===== src/rtl/axi4l_reg_slave.sv =====
// axi4l_reg_slave: AXI4-Lite slave exposing NUM_REGS byte-writable registers,
// with independent single-outstanding read and write paths.
module axi4l_reg_slave #(
  parameter int ADDR_WIDTH = 32,
  parameter int DATA_WIDTH = 32,
  parameter int NUM_REGS   = 8
) (
  input  logic                           clk,
  input  logic                           arstn,
  input  logic [ADDR_WIDTH-1:0]          awaddr,
  input  logic                           awvalid,
  output logic                           awready,
  input  logic [DATA_WIDTH-1:0]          wdata,
  input  logic [DATA_WIDTH/8-1:0]        wstrb,
  input  logic                           wvalid,
  output logic                           wready,
  output logic [1:0]                     bresp,
  output logic                           bvalid,
  input  logic                           bready,
  input  logic [ADDR_WIDTH-1:0]          araddr,
  input  logic                           arvalid,
  output logic                           arready,
  output logic [DATA_WIDTH-1:0]          rdata,
  output logic [1:0]                     rresp,
  output logic                           rvalid,
  input  logic                           rready,
  output logic [NUM_REGS*DATA_WIDTH-1:0] regs_q,
  output logic [NUM_REGS-1:0]            wr_stb
);
  localparam int SW  = DATA_WIDTH / 8;
  localparam int LSB = $clog2(SW);
  localparam int IW  = $clog2(NUM_REGS);
  typedef enum logic {W_IDLE, W_RESP} w_state_t;
  typedef enum logic {R_IDLE, R_DATA} r_state_t;
  w_state_t w_state;
  r_state_t r_state;
  logic aw_held, w_held, aw_ok, ar_ok;
  logic [IW-1:0] aw_idx, ar_idx;
  logic [DATA_WIDTH-1:0] wdata_q;
  logic [SW-1:0] wstrb_q;
  // Shifting the whole address also rejects any set bit above the index field.
  function automatic logic addr_ok(input logic [ADDR_WIDTH-1:0] a);
    return (a >> LSB) < ADDR_WIDTH'(NUM_REGS);
  endfunction
  assign ar_ok  = addr_ok(araddr);
  assign ar_idx = araddr[LSB +: IW];
  always_ff @(posedge clk or negedge arstn)
    if (!arstn) begin
      w_state <= W_IDLE;
      aw_held <= 1'b0;
      w_held  <= 1'b0;
      aw_ok   <= 1'b0;
      aw_idx  <= '0;
      wdata_q <= '0;
      wstrb_q <= '0;
      awready <= 1'b0;
      wready  <= 1'b0;
      bvalid  <= 1'b0;
      bresp   <= 2'b00;
      regs_q  <= '0;
      wr_stb  <= '0;
    end else begin
      wr_stb <= '0;
      case (w_state)
        W_IDLE: begin
          if (aw_held && w_held) begin
            aw_held <= 1'b0;
            w_held  <= 1'b0;
            bvalid  <= 1'b1;
            bresp   <= aw_ok ? 2'b00 : 2'b10;
            w_state <= W_RESP;
            if (aw_ok) begin
              wr_stb[aw_idx] <= 1'b1;
              for (int k = 0; k < SW; k++)
                if (wstrb_q[k]) regs_q[DATA_WIDTH*int'(aw_idx) + 8*k +: 8] <= wdata_q[8*k +: 8];
            end
          end
          if (awvalid && awready) begin
            aw_held <= 1'b1;
            awready <= 1'b0;
            aw_ok   <= addr_ok(awaddr);
            aw_idx  <= awaddr[LSB +: IW];
          end else if (!aw_held) awready <= 1'b1;
          if (wvalid && wready) begin
            w_held  <= 1'b1;
            wready  <= 1'b0;
            wdata_q <= wdata;
            wstrb_q <= wstrb;
          end else if (!w_held) wready <= 1'b1;
        end
        W_RESP: if (bready) begin
          bvalid  <= 1'b0;
          awready <= 1'b1;
          wready  <= 1'b1;
          w_state <= W_IDLE;
        end
      endcase
    end
  // Reads sample regs_q before any same-edge write commit lands.
  always_ff @(posedge clk or negedge arstn)
    if (!arstn) begin
      r_state <= R_IDLE;
      arready <= 1'b0;
      rvalid  <= 1'b0;
      rresp   <= 2'b00;
      rdata   <= '0;
    end else begin
      case (r_state)
        R_IDLE: if (arvalid && arready) begin
          arready <= 1'b0;
          rvalid  <= 1'b1;
          rresp   <= ar_ok ? 2'b00 : 2'b10;
          rdata   <= ar_ok ? regs_q[DATA_WIDTH*int'(ar_idx) +: DATA_WIDTH] : '0;
          r_state <= R_DATA;
        end else arready <= 1'b1;
        R_DATA: if (rready) begin
          rvalid  <= 1'b0;
          arready <= 1'b1;
          r_state <= R_IDLE;
        end
      endcase
    end
endmodule


===== config.mk =====
export PLATFORM = sky130hd
export DESIGN_NAME = axi4l_reg_slave
export DESIGN_NICKNAME = d
export VERILOG_FILES = /design/src/rtl/axi4l_reg_slave.sv
export SDC_FILE = /design/constraint.sdc
export NUM_CORES = 1
export LEC_CHECK = 0
export ABC_AREA = 0
export CAP_MARGIN = 20
export CORE_UTILIZATION = 49
export DETAILED_ROUTE_END_ITERATION = 12
export GPL_ROUTABILITY_DRIVEN = 0
export PLACE_DENSITY_LB_ADDON = 0.2
export SYNTH_ARGS = -nofsm -noshare
export SYNTH_HDL_FRONTEND = slang
export SYNTH_SLANG_ARGS = --single-unit
export TNS_END_PERCENT = 10

===== constraint.sdc =====
create_clock -name clk -period 3.52 [get_ports clk]
set_clock_uncertainty 0.15 [all_clocks]
set_input_delay 1.056 -clock clk [delete_from_list [all_inputs] [get_ports clk]]
set_output_delay 1.056 -clock clk [all_outputs]
set_load 0.05 [all_outputs]

Yosys cells after proc, flatten, opt, wreduce, memory -nomap -nowiden
Cells that the tools add are included.
{"block": "op_classes", "shifts": 9, "magnitude_cmp": 4, "n_bitwise": 2, "eq_ne": 6, "muxes": 50, "addsub": 7, "n_reduce_logical": 18}
{"operator": "256-bit two-way mux", "count": 13}
{"operator": "256-bit bitwise mux", "count": 4}
{"operator": "8-bit by 33-bit variable shift with 256-bit output, first input constant", "count": 4}
{"operator": "8-bit by 33-bit variable part select with 256-bit output", "count": 4}
{"operator": "256-bit by 9-bit variable part select with 32-bit output", "count": 1}
{"operator": "9-bit negation with 33-bit output", "count": 3}
{"operator": "30-bit by 4-bit < comparator with 1-bit output, second input constant", "count": 2}
{"operator": "8-bit negation with 33-bit output", "count": 1}
{"operator": "32-bit two-way mux", "count": 1}
{"operator": "8-bit two-way mux", "count": 3}
{"operator": "2-bit AND reduction", "count": 10}
{"operator": "1-bit two-way mux", "count": 19}
{"operator": "8-bit by 5-bit adder with 9-bit output, second input constant", "count": 2}
{"operator": "1-bit one-hot mux with 2 select lines", "count": 7}
{"operator": "8-bit by 4-bit adder with 9-bit output, second input constant", "count": 1}
{"operator": "2-bit != test, second input constant", "count": 4}
{"operator": "3-bit != test, second input constant", "count": 2}
{"operator": "1-bit logical AND", "count": 5}
{"operator": "3-bit by 4-bit < comparator with 1-bit output, second input constant", "count": 1}
{"operator": "2-bit two-way mux", "count": 2}
{"operator": "2-bit nonzero test", "count": 2}
{"operator": "1-bit demux with 3-bit select", "count": 1}
{"operator": "3-bit by 1-bit >= comparator with 1-bit output, second input constant", "count": 1}
{"operator": "3-bit AND reduction", "count": 1}
{"operator": "1-bit inverter", "count": 2}
{"block": "totals", "word_cells": 114, "out_inout_bits": 305, "regBits": 349}

Depth between registers and ports, before layout
{"block": "logic_depth", "ltp_word": 19, "ltp_mapped": 9}

Worst setup path after synthesis
No wires, ideal clock.
{"block": "synth_path", "path_kind": "input port to flip-flop", "start": "input araddr[2]", "end": "register rdata[22]", "cell_stages": 5, "arrival_ns": 2.253, "n_path_buf": 2, "setup_ns": 0.133, "setup_slack_ns": 0.984, "required_ns": 3.237, "cell_sequence": "buf_2 buf_2 mux4_2 mux2i_1 o21ai_0"}
{"block": "synth_via", "elab_chain_cells": 2, "elab_cells_between_ends": 3, "classes_between": "1 x order compare; 1 x shift; 1 x mux"}
{"item": "from (decl)", "line": "20", "text": "input logic [ADDR_WIDTH-1:0] araddr,"}
{"item": "256-bit by 9-bit variable part select with 32-bit output / 30-bit by 4-bit < comparator with 1-bit output (equally long branches)", "line": "113, 43"}
{"item": "32-bit two-way mux (*)", "line": "113", "text": "rdata <= ar_ok ? regs_q[DATA_WIDTH*int'(ar_idx) +: DATA_WIDTH] : '0;"}
{"item": "to (signal assigned)", "line": "113"}
{"item": "to (decl)", "line": "23", "text": "output logic [DATA_WIDTH-1:0] rdata,"}
Every way passes the cells marked *; elsewhere a longest branch is shown, timed or not.
A chain may end at the register's enable or synchronous reset.

Worst setup path after layout
{"block": "layout_path", "start": "register aw_idx[0]", "end": "register regs_q[133]"}
{"block": "layout_via", "elab_chain_cells": 19, "elab_cells_between_ends": 32, "classes_between": "7 x add/sub; 8 x shift; 17 x mux"}
{"item": "from (decl)", "line": "38", "text": "logic [IW-1:0] aw_idx, ar_idx;"}
{"item": "from (signal assigned)", "line": "82", "text": "aw_idx <= awaddr[LSB +: IW];"}
{"item": "parallel branches: the longest is 18 deep, another holds 9-bit negation with 33-bit output"}
{"item": "256-bit two-way mux (*)", "line": "75", "text": "if (wstrb_q[k]) regs_q[DATA_WIDTH*int'(aw_idx) + 8*k +: 8] <= wdata_q[8*k +: 8];"}
{"item": "to (signal, indexed assignment)", "line": "75"}
{"item": "to (decl)", "line": "27", "text": "output logic [NUM_REGS*DATA_WIDTH-1:0] regs_q,"}
Every way passes the cells marked *. The select of a mux whose other input is x is not followed.

==> impl_summary.md <==
Worst setup path
The critical path's most frequent cell is sky130_fd_sc_hd__ha_1. In this run the number of cells on the critical path is 7. By startpoint and endpoint, the worst setup path is classified as reg -> reg.

The worst setup path is captured at a register. The launch point of the worst path is aw_idx[0]. Across all register-to-register paths, the minimum setup slack is 0.48 ns. The worst reg2reg path endpoint is regs_q[133].

The signal on the critical path passes through inv_1 -> ha_1 -> ha_1 -> nor4bb_1 -> nand2_1 -> nor2_2 -> mux2_2. The data arrival time of the critical path is 3.28 ns. The cell family contributing the most delay on the critical path is adder cells. In this run the critical register-to-register path is launched from aw_idx[0]. The slowest cell on the critical path is sky130_fd_sc_hd__dfrtp_1.

The highest cell delay on the worst timing path is 0.53 ns. The critical path buffer and inverter count is 1. The required arrival time at the worst endpoint is ~3.8 ns.

In this run the worst path has a maximum fanout of 9. The critical path ends at regs_q[133]. The worst-case reg-to-reg path depth is 7. The startpoint kind of the worst setup timing path is a register.

Final layout
The synthesis-to-finish area growth is 38.95%. The number of nets in the final layout is 1865. Of the cells placed in the final design, the portion with a size suffix greater than 1 is 12.97%.

STA
Hold timing on the final database bottoms out at a slack of 0.3263 ns. The final critical-path share of the clock period is 86.32%. The timing-limited maximum frequency is 329.1 MHz. The total of endpoints with negative setup slack in the final report is 0. The minimum clock period is 3.038 ns. The hold violation count in the final report is 0.

The worst slew slack as a fraction of its limit is 44.78%. Setup repair after global routing left no endpoint under its margin. The max-slew violation total from the final report is 0.

The setup TNS is 0 ns. The slew of the pin with the lowest slew margin is around 0.83 ns.

Floorplanning
The placement row count is 63. The die height is roughly 180 µm. The core outline area is 29950 µm². The I/O pin total is 412. The die extent in x is ~180 µm. The total die area is 31500 µm².

The starting density of the core is 50.37%.

Placed design
The HPWL after detailed placement is 32800 µm. The number of I/O port buffers is approximately 410.

Clock tree
The number of gates resized after cts is 0. The cell at the root of the clock tree is sky130_fd_sc_hd__clkbuf_16. The buffer count from post-CTS setup fixing is 0.

TritonCTS built the clock tree. The maximum root-to-sink buffer count is 3. The clock sink count is 347. The clock insertion delay at the later pin of the skew report is 0.52 ns. Buffers inserted during clock tree synthesis total 38. The H-tree was split into 2 levels. The count of hold buffers inserted by post-cts repair is 0. The CTS clock-pin slew for the worst setup and hold paths is around 0.06 ns.

GRT
The remaining global-route overflow is 0. Entering global routing, the biggest net connects 74 pins. The via count of the first global-routing pass came to 12428.

The initial antenna violation count came to 3. The overall routing resource usage is 29.92%. The first global-routing pass estimated just over 70000 µm of wire.

Worst hold path
The worst hold path begins at rvalid. The worst hold-check path type is reg -> reg.

Pwr
The power density over the cells is about 530 nW/µm². The total power is ~11 mW. For this design the static power due to leakage is 8.845 nW. IR analysis of the VDD net gives a maximum drop of 0.4625 mV.

Synthesis
Sorting the synthesized cells by area gives the leading types as sky130_fd_sc_hd__dfrtp_1, sky130_fd_sc_hd__nand2_1, sky130_fd_sc_hd__mux4_2. In the synthesized netlist, the cells that appear most often are sky130_fd_sc_hd__nand2_1, sky130_fd_sc_hd__dfrtp_1, sky130_fd_sc_hd__o21ai_0. The flip-flop and latch count after synthesis is between 300 and 400. Counting flops with an async set or reset pin after synthesis yields a share of 100.0%.

The mean post-synth cell area is between 10 and 15 µm². The most repeated cell in the gate-level netlist after synthesis is sky130_fd_sc_hd__nand2_1. The synthesized design devotes to its leading area cell type 57.55% of total area.

Counting every instance in the synthesized netlist gives 1359. The biggest area contributor in the post-synthesis netlist is sky130_fd_sc_hd__dfrtp_1. The count of yosys warnings during synthesis is 0. Yosys mapped a number of flops with a built-in enable equal to 0.

The count of unique library cells instantiated by Yosys is 37. The cell area after synthesis is 15090 µm². After synthesis, flip-flops and latches occupy 57.55% of the total area. For this run, the leading register cell type out of synthesis is sky130_fd_sc_hd__dfrtp_1.

Flow run
The max-cap violation count is 0.

Drt
After detailed routing, the average wire length per cell comes to about 21 µm. The number of DRC markers in iteration 0 is 951. The average vias per placed instance is 5.668. In this run the remaining antenna-violating nets after routing total 0.

For this block, the via count after detailed routing is 12317. The first detailed-routing pass took 5 iterations. After detailed routing, the number of remaining DRC violations is 0. The final wirelength is 46230 µm.

Outcome
The run finished with clean final reports.
sequential cells by signal (all words and copies together) (netlist names):
register,flops
arready,1
aw_held,1
aw_idx,3
aw_ok,1
awready,1
bresp,1
bvalid,1
r_state,1
rdata,32
regs_q,256
rresp,1
rvalid,1
w_held,1
w_state,1
wdata_q,32
wr_stb,8
wready,1
wstrb_q,4
per-layer routing:
layer | share of wire, % | global-route usage (%) | wire [µm]
met5 | 0.028 | 0 | 13
met4 | 2.9 | 10.29 | 1362
met3 | 6.6 | 5.141 | 3048
met2 | 50 | 50.11 | 23090
met1 | 40 | 39.48 | 18710
tightest hold or removal path, delay by kind of cell, from the launching register on:
kind	cells	cell delay, ns
simple gates	2	0.10
flops	1	0.34
cells in the final DEF (no fill, tap or decap), types with 8 or more instances in the layout:
cell type	netlist	layout
sky130_fd_sc_hd__and2_1	8	8
sky130_fd_sc_hd__buf_12	0	8
sky130_fd_sc_hd__buf_4	3	18
sky130_fd_sc_hd__clkbuf_16	0	41
sky130_fd_sc_hd__clkbuf_8	0	9
sky130_fd_sc_hd__clkdlybuf4s50_1	0	401
sky130_fd_sc_hd__dfrtp_1	347	347
sky130_fd_sc_hd__inv_1	10	10
sky130_fd_sc_hd__mux2_2	58	58
sky130_fd_sc_hd__mux2_4	8	8
sky130_fd_sc_hd__mux2i_1	35	35
sky130_fd_sc_hd__mux4_2	64	64
sky130_fd_sc_hd__nand2_1	388	388
sky130_fd_sc_hd__nand3_1	16	14
sky130_fd_sc_hd__nand4_1	19	19
sky130_fd_sc_hd__nor2b_1	8	8
sky130_fd_sc_hd__nor4_1	12	12
sky130_fd_sc_hd__o21ai_0	269	269
cells by family after synthesis:
kind of cell,count (synthesis),synth area share [%]
fa+ha+maj,6,0.4975
flops,347,57.55
mux,165,17.00
simple gates,479,13.36
buf+inv,87,2.438
compound gates,274,9.130
other cells,1,0.02485
worst min-delay path by stage:
stage	cells past startpoint	to
after global placement	2	rdata[23]
after global routing	2	rdata[22]
after CTS	2	rvalid
after floorplan	1	bresp[1]
final	2	rvalid
after detailed placement	2	rvalid
metrics by stage:
step           cell area, µm²  setup slack, ns  instances  utilization [%]
2_1_floorplan           15090           0.9836       1360                -
3_3_place_gp            19600           0.5605       2102            65.43
3_5_place_dp            19600           0.5108       2102            65.43
4_1_cts                 20960           0.5116       2171            69.97
5_1_grt                 20970           0.2672       2173            69.99
6_report                20970           0.4816       2173            69.99
power breakdown:
| part | leakage [nW] | internal, mW | total (mW) | switching [mW] |
|---|---|---|---|---|
| logic | 3.43 | 0.798 | 2.11 | 1.32 |
| clock network | 0.676 | 2.67 | 4.26 | 1.58 |
| registers | 4.73 | 4.28 | 4.74 | 0.460 |
| total | 8.84 | 7.75 | 11.1 | 3.36 |
area by class of cell:
cell class | instances | area, µm²
clock buffers | 57 | 1176
diodes | 2 | 5.005
flip-flops and latches | 347 | 8683
repair buffers | 429 | 4329
well taps | 390 | 488.0
fillers | 2226 | 8989
multi-input cells | 926 | 6061
clock inverters | 12 | 185.2
inverters | 10 | 37.54
Note: power is estimated with default switching activity, not from simulation.
